<file path="src/rtl/axi_slave_rw_sched_if.sv">
// AXI-style request/data/response bundle between a master and the rw scheduler.
// Carries AW/W/B and AR/R handshakes plus the memory-side strobes and status.
// Combinational readies only; no storage in the interface itself.
interface axi_slave_rw_sched_if #(
  parameter int LEN_BITS = 4
);
  logic                awvalid;
  logic [LEN_BITS-1:0] awlen;
  logic                awready;
  logic                wvalid;
  logic                wlast;
  logic                wready;
  logic                bvalid;
  logic                bready;
  logic                arvalid;
  logic [LEN_BITS-1:0] arlen;
  logic                arready;
  logic                rdata_ok;
  logic                rvalid;
  logic                rlast;
  logic                rready;
  logic                mem_wr_en;
  logic                mem_rd_en;
  logic [LEN_BITS-1:0] beat_cnt;
  logic                wr_err;

  modport slave (
    input  awvalid, awlen, wvalid, wlast, bready, arvalid, arlen, rdata_ok, rready,
    output awready, wready, bvalid, arready, rvalid, rlast,
           mem_wr_en, mem_rd_en, beat_cnt, wr_err
  );

  modport master (
    output awvalid, awlen, wvalid, wlast, bready, arvalid, arlen, rdata_ok, rready,
    input  awready, wready, bvalid, arready, rvalid, rlast,
           mem_wr_en, mem_rd_en, beat_cnt, wr_err
  );
endinterface

</file>
<file path="src/rtl/axi_slave_rw_sched.sv">
// Serialises AW/AR bursts onto a single-ported memory, one burst at a time, round-robin on ties.
// Latency: handshake in cycle N, first data beat eligible in N+1; one beat per cycle max.
// Backpressure: wready high for the whole write burst, rvalid follows rdata_ok, beats wait on rready/bready.
module axi_slave_rw_sched #(
  parameter int LEN_BITS = 4
) (
  input  logic                clk,
  input  logic                rst,
  axi_slave_rw_sched_if.slave axi
);

  typedef enum logic [1:0] {
    IDLE    = 2'd0,
    WR_DATA = 2'd1,
    WR_RESP = 2'd2,
    RD_DATA = 2'd3
  } state_t;

  state_t              r_state;
  state_t              w_state_nxt;
  logic [LEN_BITS-1:0] r_len;
  logic [LEN_BITS-1:0] r_cnt;
  logic                r_last_dir;   // 1 = last completed burst was a write
  logic                r_wr_err;

  logic w_at_last;
  logic w_awready;
  logic w_arready;
  logic w_wready;
  logic w_wbeat;
  logic w_bvalid;
  logic w_rvalid;
  logic w_rlast;
  logic w_rbeat;

  // Burst end is decided purely by the beat counter against the latched length.
  assign w_at_last = (r_cnt == r_len);

  // Next-state and handshake decode; everything is forced quiet while reset is held.
  always_comb begin
    w_state_nxt = r_state;
    w_awready   = 1'b0;
    w_arready   = 1'b0;
    w_wready    = 1'b0;
    w_wbeat     = 1'b0;
    w_bvalid    = 1'b0;
    w_rvalid    = 1'b0;
    w_rlast     = 1'b0;
    w_rbeat     = 1'b0;
    case (r_state)
      IDLE: begin
        // On a tie the direction not served last time wins.
        if (axi.awvalid && (!axi.arvalid || !r_last_dir)) begin
          w_awready   = 1'b1;
          w_state_nxt = WR_DATA;
        end else if (axi.arvalid) begin
          w_arready   = 1'b1;
          w_state_nxt = RD_DATA;
        end
      end
      WR_DATA: begin
        w_wready = 1'b1;
        w_wbeat  = axi.wvalid;
        if (w_wbeat && w_at_last) begin
          w_state_nxt = WR_RESP;
        end
      end
      WR_RESP: begin
        w_bvalid = 1'b1;
        if (axi.bready) begin
          w_state_nxt = IDLE;
        end
      end
      RD_DATA: begin
        w_rvalid = axi.rdata_ok;
        w_rlast  = w_rvalid && w_at_last;
        w_rbeat  = w_rvalid && axi.rready;
        if (w_rbeat && w_at_last) begin
          w_state_nxt = IDLE;
        end
      end
      default: w_state_nxt = IDLE;
    endcase
    if (rst) begin
      w_state_nxt = IDLE;
      w_awready   = 1'b0;
      w_arready   = 1'b0;
      w_wready    = 1'b0;
      w_wbeat     = 1'b0;
      w_bvalid    = 1'b0;
      w_rvalid    = 1'b0;
      w_rlast     = 1'b0;
      w_rbeat     = 1'b0;
    end
  end

  // State register.
  always_ff @(posedge clk) begin
    if (rst) begin
      r_state <= IDLE;
    end else begin
      r_state <= w_state_nxt;
    end
  end

  // Burst length latch, beat counter, arbitration history and sticky wlast error.
  always_ff @(posedge clk) begin
    if (rst) begin
      r_len      <= '0;
      r_cnt      <= '0;
      r_last_dir <= 1'b0;
      r_wr_err   <= 1'b0;
    end else begin
      if (w_awready) begin
        r_len    <= axi.awlen;
        r_cnt    <= '0;
        r_wr_err <= 1'b0;
      end
      if (w_arready) begin
        r_len <= axi.arlen;
        r_cnt <= '0;
      end
      if (w_wbeat) begin
        if (axi.wlast != w_at_last) begin
          r_wr_err <= 1'b1;
        end
        r_cnt <= w_at_last ? '0 : r_cnt + 1'b1;
      end
      if (w_bvalid && axi.bready) begin
        r_last_dir <= 1'b1;
      end
      if (w_rbeat) begin
        r_cnt <= w_at_last ? '0 : r_cnt + 1'b1;
        if (w_at_last) begin
          r_last_dir <= 1'b0;
        end
      end
    end
  end

  assign axi.awready   = w_awready;
  assign axi.arready   = w_arready;
  assign axi.wready    = w_wready;
  assign axi.bvalid    = w_bvalid;
  assign axi.rvalid    = w_rvalid;
  assign axi.rlast     = w_rlast;
  assign axi.mem_wr_en = w_wbeat;
  assign axi.mem_rd_en = w_rbeat;
  assign axi.beat_cnt  = rst ? '0 : r_cnt;
  assign axi.wr_err    = rst ? 1'b0 : r_wr_err;

endmodule

</file>
<file path="src/flat_wrapper.sv">
// flat-port wrapper written by rule: the top's interface ports become plain ports
module axi_slave_rw_sched_flat 
#(
  parameter int LEN_BITS = 4
)
  (clk, rst, axi_awvalid, axi_awlen, axi_wvalid, axi_wlast, axi_bready, axi_arvalid, axi_arlen, axi_rdata_ok, axi_rready, axi_awready, axi_wready, axi_bvalid, axi_arready, axi_rvalid, axi_rlast, axi_mem_wr_en, axi_mem_rd_en, axi_beat_cnt, axi_wr_err);
  axi_slave_rw_sched_if #(.LEN_BITS(LEN_BITS)) axi_i ();
  input  logic clk;
  input  logic rst;
  input wire logic [$bits(axi_i.awvalid)-1:0] axi_awvalid;
  input wire logic [$bits(axi_i.awlen)-1:0] axi_awlen;
  input wire logic [$bits(axi_i.wvalid)-1:0] axi_wvalid;
  input wire logic [$bits(axi_i.wlast)-1:0] axi_wlast;
  input wire logic [$bits(axi_i.bready)-1:0] axi_bready;
  input wire logic [$bits(axi_i.arvalid)-1:0] axi_arvalid;
  input wire logic [$bits(axi_i.arlen)-1:0] axi_arlen;
  input wire logic [$bits(axi_i.rdata_ok)-1:0] axi_rdata_ok;
  input wire logic [$bits(axi_i.rready)-1:0] axi_rready;
  output wire logic [$bits(axi_i.awready)-1:0] axi_awready;
  output wire logic [$bits(axi_i.wready)-1:0] axi_wready;
  output wire logic [$bits(axi_i.bvalid)-1:0] axi_bvalid;
  output wire logic [$bits(axi_i.arready)-1:0] axi_arready;
  output wire logic [$bits(axi_i.rvalid)-1:0] axi_rvalid;
  output wire logic [$bits(axi_i.rlast)-1:0] axi_rlast;
  output wire logic [$bits(axi_i.mem_wr_en)-1:0] axi_mem_wr_en;
  output wire logic [$bits(axi_i.mem_rd_en)-1:0] axi_mem_rd_en;
  output wire logic [$bits(axi_i.beat_cnt)-1:0] axi_beat_cnt;
  output wire logic [$bits(axi_i.wr_err)-1:0] axi_wr_err;
  assign axi_i.awvalid = axi_awvalid;
  assign axi_i.awlen = axi_awlen;
  assign axi_i.wvalid = axi_wvalid;
  assign axi_i.wlast = axi_wlast;
  assign axi_i.bready = axi_bready;
  assign axi_i.arvalid = axi_arvalid;
  assign axi_i.arlen = axi_arlen;
  assign axi_i.rdata_ok = axi_rdata_ok;
  assign axi_i.rready = axi_rready;
  assign axi_awready = axi_i.awready;
  assign axi_wready = axi_i.wready;
  assign axi_bvalid = axi_i.bvalid;
  assign axi_arready = axi_i.arready;
  assign axi_rvalid = axi_i.rvalid;
  assign axi_rlast = axi_i.rlast;
  assign axi_mem_wr_en = axi_i.mem_wr_en;
  assign axi_mem_rd_en = axi_i.mem_rd_en;
  assign axi_beat_cnt = axi_i.beat_cnt;
  assign axi_wr_err = axi_i.wr_err;
  axi_slave_rw_sched #(.LEN_BITS(LEN_BITS)) u_core (.clk(clk), .rst(rst), .axi(axi_i));
endmodule
</file>
<file path="config.mk">
export PLATFORM = sky130hd
export DESIGN_NAME = axi_slave_rw_sched_flat
export DESIGN_NICKNAME = d
export VERILOG_FILES = /design/src/rtl/axi_slave_rw_sched_if.sv /design/src/rtl/axi_slave_rw_sched.sv /design/src/flat_wrapper.sv
export SDC_FILE = /design/constraint.sdc
export NUM_CORES = 1
export LEC_CHECK = 0
export CAP_MARGIN = 20
export CORE_MARGIN = 2
export CORE_UTILIZATION = 55
export DETAILED_ROUTE_END_ITERATION = 16
export DONT_BUFFER_PORTS = 1
export PLACE_DENSITY_LB_ADDON = 0.3
export SLEW_MARGIN = 20
export SYNTH_ARGS = -nofsm -noshare
export SYNTH_HDL_FRONTEND = slang
export SYNTH_SLANG_ARGS = --single-unit
</file>
<file path="constraint.sdc">
create_clock -name clk -period 1.98 [get_ports clk]
set_clock_uncertainty 0.05 [all_clocks]
set_input_delay 0.198 -clock clk [delete_from_list [all_inputs] [get_ports clk]]
set_output_delay 0.198 -clock clk [all_outputs]
set_load 0.05 [all_outputs]
</file>
==> results_dict.tcl, run 1 <==
set metrics [dict create \
    grt_first_pass_wirelength_um 2560 \
    start_util_pct 57.5 \
    arrival_ns 1.52 \
    post-route-drc-count 0 \
    top_layer_used "met4" \
    clk_latency_ns 0.27 \
    synth-edff-count 0 \
    area_delta_synth_final_pct 24.4 \
    r2r-start "u_core.r_cnt[2]" \
    clock-sinks 12 \
    post-dp-hpwl_um 1260 \
    row_count 13 \
    synth_ff_type "dfxtp_1" \
    rsz0062_at_grt "false" \
    overflow 0 \
    routed_wl_um 1680 \
    cts_tree "yes" \
    powerDensity_nw_per_um2 1070 \
    layout_min_cycle_time_ns 1.77 \
    reg2reg_to "u_core.r_cnt[3]" \
    crit_fanout 8 \
    die_w_um 40.7 \
    fin_util_pct 71.6 \
    fillers 101 \
    vias 686 \
    endpoint "axi_awready" \
    synth_top_family_by_area "simple AND/OR/NAND/NOR gates" \
    ys_top_cells_by_area "dfxtp_1 (32%), mux2i_1 (6.8%), a211oi_1 (5.1%)" \
    drtAntennaViolNets 0 \
    critPathLaunchType "flip-flop" \
    core_area_sq_um 1280 \
    relSlewSlack_pct 65.3 \
    synth_xor_xnor_area_share_pct 5.92 \
    synthAdderAreaFrac_pct 1.69 \
    synth_top_cells_by_count "dfxtp_1 (12), nor2_1 (10), nand2_1 (6)" \
    synth-simple-area-share_pct 33.3 \
    synth.area.mux_share_pct 6.77 \
    fp.dieH_um 40.7 \
    hold_path_class "in2reg" \
    diodes 0 \
    cts_max_level 1 \
    status "completed" \
    syn-mean-instance-area_sq_um 8.40 \
    root_buffer "clkbuf_4" \
    routedWlPerCell_um 14.5 \
    drt_iter0_markers 19 \
    crit_type "reg2out" \
    ys_types 35 \
    mappedNetlistArea_sq_um 739 \
    peakVddDrop_mv 0.602 \
    ios 30 \
    rrSetupSlack_ns 0.22 \
    startpoint "u_core.r_state[1]" \
    design_power_total_uw 987 \
    setup_viol 0 \
    final_area_sq_um 920 \
    grt_start_max_net_pins 16 \
    p_leak_uw 0.000419 \
    grt_usage_pct 24.1 \
    met3_length_um 95 \
    cts_buffers 3 \
    tightest_slew_ns 0.521 \
    required_ns 1.73 \
    clock_path_buffers 2 \
    slew_viol_final 0 \
    r2r_cells 5 \
    firstDrtPassIters 4 \
    fp.dieArea_sq_um 1650 \
    timing.hold.ws_ns 0.0510 \
    nets 120 \
    synth_compound_area_share_pct 14.9 \
    cap_viol_max_count 0 \
    grt_pass1_vias 606 \
    wl_met1_um 763 \
    numPortBuffers 0 \
    antenna_found_initial 0 \
    via_per_inst 5.91 \
    cp-end-kind "output port" \
    route.met2.wl_um 782 \
    cts.clk_slew.worst_paths_ns 0.08 \
    place.gp.congestion 0.737 \
    ys_seq_area_share_pct 32.5 \
    post-route-period-util_pct 89.2 \
    synth_most_common_cell "dfxtp_1" \
    netlist.area_leader.share_pct 32.5 \
    holdCritStartpoint "axi_wvalid" \
    synth-async-reset-ratio_pct 0 \
    fmax_ghz 0.566 \
    synthesis.nets 106 \
    drive_gt1_share_pct 22.8 \
    synth.largest_area_cell "dfxtp_1" \
    finalHoldViolCount 0 \
    yosys_warnings 0 \
    synth_seq_cells 12 \
    dpl-instance-area_sq_um 856 \
    syn_inst 88 \
]
==> cells by family (layout without fill, tap and decap cells) <==
kind of cell | count (synthesis) | in the layout
compound gates | 14 | 14
xor+xnor | 5 | 5
buf+inv | 9 | 22
fa+ha+maj | 1 | 1
mux | 5 | 5
flops | 12 | 12
simple gates | 42 | 42
==> worst min-delay path by stage <==
stage | end | slack [ns] | cells after the start
6_report | u_core.r_state[0] | 0.05 | 2
5_1_grt | u_core.r_state[0] | 0.05 | 2
4_1_cts | u_core.r_state[0] | 0.04 | 2
3_5_place_dp | u_core.r_len[1] | 0.22 | 1
3_3_place_gp | u_core.r_len[1] | 0.22 | 1
2_1_floorplan | u_core.r_state[0] | 0.32 | 2
==> per-layer routing <==
| metal | vias to the layer above | global-route usage [%] |
|---|---|---|
| met5 | - | 0 |
| met4 | 0 | 13.3 |
| met3 | 4 | 9.24 |
| met2 | 22 | 32.5 |
| met1 | 318 | 32.2 |
| li1 | 342 | - |
==> final cells by class <==
type	instances	area (sq um)	area share, %
clock buffer	4	36.3	3.95
timing repair buffer	13	125	13.6
sequential	12	240	26.1
multi-input combinational	67	480	52.2
tap	15	18.8	2.04
inverter	5	18.8	2.04
==> worst max-delay path, stage by stage, from the launching register on <==
cell	delay [ns]
dfxtp_1	0.40
nor3_2	0.31
and3_1	0.54
==> through the flow <==
| stage | instances | setup TNS, ns | worst slack, ns |
|---|---|---|---|
| floorplan | 88 | -0.0404 | -0.0404 |
| global placement | 110 | 0 | 0.317 |
| detailed placement | 110 | 0 | 0.213 |
| CTS | 116 | 0 | 0.100 |
| global route | 116 | 0 | 0.0837 |
| finish | 116 | 0 | 0.213 |
==> state kept, by name, indices dropped and copies added, names as in the netlist <==
signal	flops
u_core.r_cnt	4
u_core.r_state	2
u_core.r_wr_err	1
u_core.r_len	4
u_core.r_last_dir	1
==> repair_timing <==
item	in CTS	in global routing
hold buffers	1	0
pin swaps	1	0
buffers inserted	1	0
endpoints found under the hold margin	6	0
resized for setup	0	2
endpoints found under the setup margin	1	1
==> where the power goes <==
part | switching, uW | internal [uW]
Sequential | 61.9 | 288
Combinational | 263 | 177
Clock | 86.1 | 112
==> placed cells by master, fill, tap and decap left out, drive strengths merged, types with 2 or more instances in the layout <==
cell type and count:
nand2b 3, or3 4, dfxtp 12, nor4 2, buf 12, a21oi 2
clkbuf 4, xor2 4, and2 2, nand2 6, nand3 2, nor2b 5
a211oi 5, and3b 2, inv 5, nor2 10, mux2i 5
No activity file was read; power rests on OpenSTA's default activity.
==> inputs of run 2 (changes only) <==
--- a/config.mk
+++ b/config.mk
@@ -11,6 +11,7 @@
 export DETAILED_ROUTE_END_ITERATION = 16
 export DONT_BUFFER_PORTS = 1
 export PLACE_DENSITY_LB_ADDON = 0.3
+export RECOVER_POWER = 25
 export SLEW_MARGIN = 20
 export SYNTH_ARGS = -nofsm -noshare
 export SYNTH_HDL_FRONTEND = slang
==> results_dict.tcl, run 2 (synthesis gave the netlist of run 1 again) <==
set metrics [dict create \
    status "completed" \
    hold_path_class "in2reg" \
    relSlewSlack_pct 60.2 \
    slew_viol_final 0 \
    cp-end-kind "output port" \
    post-route-period-util_pct 89.0 \
    vias 685 \
    area_delta_synth_final_pct 21.8 \
    setup_viol 0 \
    drtAntennaViolNets 0 \
    die_w_um 40.7 \
    clock_path_buffers 2 \
    routed_wl_um 1670 \
    numPortBuffers 0 \
    crit_type "reg2out" \
    cts.clk_slew.worst_paths_ns 0.08 \
    tightest_slew_ns 0.600 \
    fp.dieH_um 40.7 \
    cap_viol_max_count 0 \
    layout_min_cycle_time_ns 1.76 \
    design_power_total_uw 983 \
    post-dp-hpwl_um 1260 \
    peakVddDrop_mv 0.602 \
    numPlacedInstances 110 \
    row_count 13 \
    ios 30 \
    powerDensity_nw_per_um2 1090 \
    fin_util_pct 70.1 \
    top_regs "u_core.r_cnt: 4 flops, u_core.r_len: 4 flops, u_core.r_state: 2 flops" \
    rsz0062_at_grt "false" \
    cts_tree "yes" \
    p_leak_uw 0.000397 \
    overflow 0 \
    drt_iter0_markers 19 \
    postLayoutSetupSlackWorst_ns 0.218 \
    cts_max_level 1 \
    post-place-ws_ns 0.213 \
    routedWlPerCell_um 14.4 \
    fp.dieArea_sq_um 1650 \
    diodes 0 \
    grt_usage_pct 24.1 \
    nets 120 \
    grt_start_max_net_pins 16 \
    drive_gt1_share_pct 17.8 \
    stdcell_count 116 \
    timing.hold.ws_ns 0.0510 \
    fmax_ghz 0.568 \
    firstDrtPassIters 4 \
    grt_pass1_vias 606 \
    fillers 107 \
    grt_first_pass_wirelength_um 2560 \
    cts_buffers 3 \
    antenna_found_initial 0 \
    clk_latency_ns 0.27 \
    regArea_sq_um 240 \
    arrival_ns 1.51 \
    multi_input_area_sq_um 480 \
    required_ns 1.73 \
    layout_commonest_cell "dfxtp_1" \
    core_area_sq_um 1280 \
    critPathLaunchType "flip-flop" \
    clock-sinks 12 \
    root_buffer "clkbuf_4" \
    post-route-drc-count 0 \
    via_per_inst 5.91 \
    crit_fanout 8 \
    final_cell_mix "dfxtp_1 (12), nor2_1 (9), nand2_1 (6)" \
    finalHoldViolCount 0 \
    place.gp.congestion 0.737 \
    start_util_pct 57.5 \
]
## run 2: final cells by class
type	instances	share of cell area (%)
multi-input cells	67	53.3
flip-flops and latches	12	26.7
repair buffers	13	11.8
clock buffers	4	4.03
inverters	5	2.08
well taps	15	2.08
## run 2: timing repair
item / CTS / global route
pin swaps: 1 / 0
gates resized for setup: 0 / 2
buffers inserted: 1 / 0
endpoints found under the hold margin: 6 / 0
endpoints found under the setup margin: 1 / 1
hold buffers: 1 / 0
## run 2: critical path, cell delays in order (launching register included)
cell and delay (ns):
dfxtp_1 0.39, nor3_2 0.31, and3_1 0.54
## run 2: path summary, 6_finish.rpt
path	start	endpoint	slack, ns	depth (start not counted)
max	u_core.r_state[1]	axi_awready	0.22	2
min	axi_wvalid	u_core.r_state[0]	0.05	2
max reg2reg	u_core.r_cnt[2]	u_core.r_cnt[3]	0.22	5
min reg2reg	u_core.r_wr_err	u_core.r_wr_err	0.44	2
## run 2: metal layers
| layer | GRT usage (%) | vias up | part of all wire [%] |
|---|---|---|---|
| met1 | 32.2 | 312 | 45 |
| li1 | - | 342 | - |
| met5 | 0 | - | 0 |
| met3 | 9.24 | 4 | 6.4 |
| met4 | 13.3 | 0 | 2.2 |
| met2 | 32.5 | 27 | 46 |
## run 2: report_power, final
| part | total (uW) | switching, uW | internal [uW] |
|---|---|---|---|
| clock network | 198 | 85.9 | 112 |
| registers | 350 | 61.8 | 288 |
| logic | 435 | 262 | 174 |
| total | 983 | 410 | 573 |
## run 2: stage by stage
stage          area (sq um)  TNS, ns
6_report                901        0
5_1_grt                 901        0
4_1_cts                 910        0
3_5_place_dp            856        0
3_3_place_gp            856        0
2_1_floorplan           747  -0.0404
==> inputs of run 3 (changes only) <==
--- a/config.mk
+++ b/config.mk
@@ -10,7 +10,7 @@
 export CORE_UTILIZATION = 55
 export DETAILED_ROUTE_END_ITERATION = 16
 export DONT_BUFFER_PORTS = 1
-export PLACE_DENSITY_LB_ADDON = 0.3
+export PLACE_DENSITY = 0.74
 export RECOVER_POWER = 25
 export SLEW_MARGIN = 20
 export SYNTH_ARGS = -nofsm -noshare
==> results_dict.tcl, run 3 (synthesis gave the netlist of run 1 again) <==
set metrics [dict create \
    overflow 0 \
    multi_input_area_sq_um 470 \
    grt_start_max_net_pins 16 \
    stdcell_count 115 \
    die_w_um 40.7 \
    drt_iter0_markers 11 \
    status "completed" \
    post-route-period-util_pct 92.7 \
    vias 680 \
    routed_wl_um 1600 \
    clock-sinks 12 \
    cts_buffers 3 \
    drive_gt1_share_pct 14.0 \
    area_delta_synth_final_pct 18.1 \
    clk_latency_ns 0.27 \
    finalHoldViolCount 0 \
    grt_pass1_vias 559 \
    place.gp.congestion 0.769 \
    numPlacedInstances 110 \
    routedWlPerCell_um 13.9 \
    top_regs "u_core.r_cnt: 4 flops, u_core.r_len: 4 flops, u_core.r_state: 2 flops" \
    start_util_pct 57.5 \
    fmax_ghz 0.545 \
    root_buffer "clkbuf_4" \
    peakVddDrop_mv 0.491 \
    drtAntennaViolNets 0 \
    row_count 13 \
    ios 30 \
    grt_first_pass_wirelength_um 2420 \
    tightest_slew_ns 0.599 \
    fp.dieArea_sq_um 1650 \
    post-route-drc-count 0 \
    via_per_inst 5.91 \
    fin_util_pct 68.0 \
    cts_max_level 1 \
    setup_viol 0 \
    post-dp-hpwl_um 1200 \
    timing.hold.ws_ns 0.0520 \
    powerDensity_nw_per_um2 1050 \
    tns_ns 0 \
    fp.dieH_um 40.7 \
    arrival_ns 1.95 \
    slew_viol_final 0 \
    firstDrtPassIters 4 \
    postLayoutSetupSlackWorst_ns 0.144 \
    cap_viol_max_count 0 \
    crit_fanout 9 \
    layout_commonest_cell "dfxtp_1" \
    cts.clk_slew.worst_paths_ns 0.07 \
    regArea_sq_um 240 \
    final_cell_mix "dfxtp_1 (12), nor2_1 (9), nand2_1 (6), clkbuf_1 (6)" \
    fillers 117 \
    post-place-ws_ns 0.234 \
    diodes 0 \
    crit_type "reg2reg" \
    core_area_sq_um 1280 \
    layout_min_cycle_time_ns 1.84 \
    clock_path_buffers 2 \
    nets 120 \
    p_leak_uw 0.000383 \
    rsz0062_at_grt "false" \
    antenna_found_initial 0 \
    critPathLaunchType "flip-flop" \
    required_ns 2.09 \
    grt_usage_pct 22.3 \
    relSlewSlack_pct 60.2 \
    cp-end-kind "flip-flop" \
    numPortBuffers 0 \
    hold_path_class "in2reg" \
    cts_tree "yes" \
]
-- run 3: cell count changes in the layout (fill, tap and decap cells not counted) --
cell	delta
buf_4	-1
clkbuf_1	+1
clkbuf_8	-1
nand3_1	+1
nand3_2	-1
nor3_1	+1
nor3_2	-1
-- run 3: what timing repair did --
| item | in CTS | in global routing |
|---|---|---|
| gates resized for setup | 0 | 0 |
| endpoints found under the setup margin | 1 | 0 |
| endpoints found under the hold margin | 6 | 0 |
| buffers inserted | 1 | 0 |
| hold buffers | 1 | 0 |
-- run 3: layout make-up --
type	instances	share of cell area (%)
sequential	12	27.5
clock buffer	3	2.58
inverter	5	2.15
tap	15	2.15
multi-input combinational	67	53.9
timing repair buffer	13	11.7
-- run 3: worst paths after layout --
kind	to	from	cells after the start	slack [ns]
hold reg to reg	u_core.r_wr_err	u_core.r_wr_err	2	0.45
hold / removal	u_core.r_state[0]	axi_wvalid	2	0.05
setup reg to reg	u_core.r_state[1]	u_core.r_cnt[1]	5	0.14
setup / recovery	u_core.r_state[1]	u_core.r_cnt[1]	5	0.14
-- run 3: power breakdown --
group	switching [uW]	internal [uW]	total (uW)	leakage (uW)
logic	260	160	419	0.000271
registers	56.9	288	345	0.0000981
clock network	79.0	70.3	149	0.0000138
-- run 3: critical path: stages (launching register included) --
cell      delay (ns)
dfxtp_1         0.35
xor2_1          0.17
nor4_4          0.30
clkbuf_1        0.36
nand4_1         0.19
a221o_1         0.31
-- run 3: metal layers --
metal	wire length, um	global-route usage [%]
met5	0	0
met4	14	12.5
met3	77	3.26
met2	758	31.0
met1	751	32.3
-- run 3: per-stage QoR --
stage          instance area, sq um  total power (uW)
3_3_place_gp                    856               750
5_1_grt                         873               967
4_1_cts                         896               929
3_5_place_dp                    856               759
6_report                        873               913
2_1_floorplan                   747               680
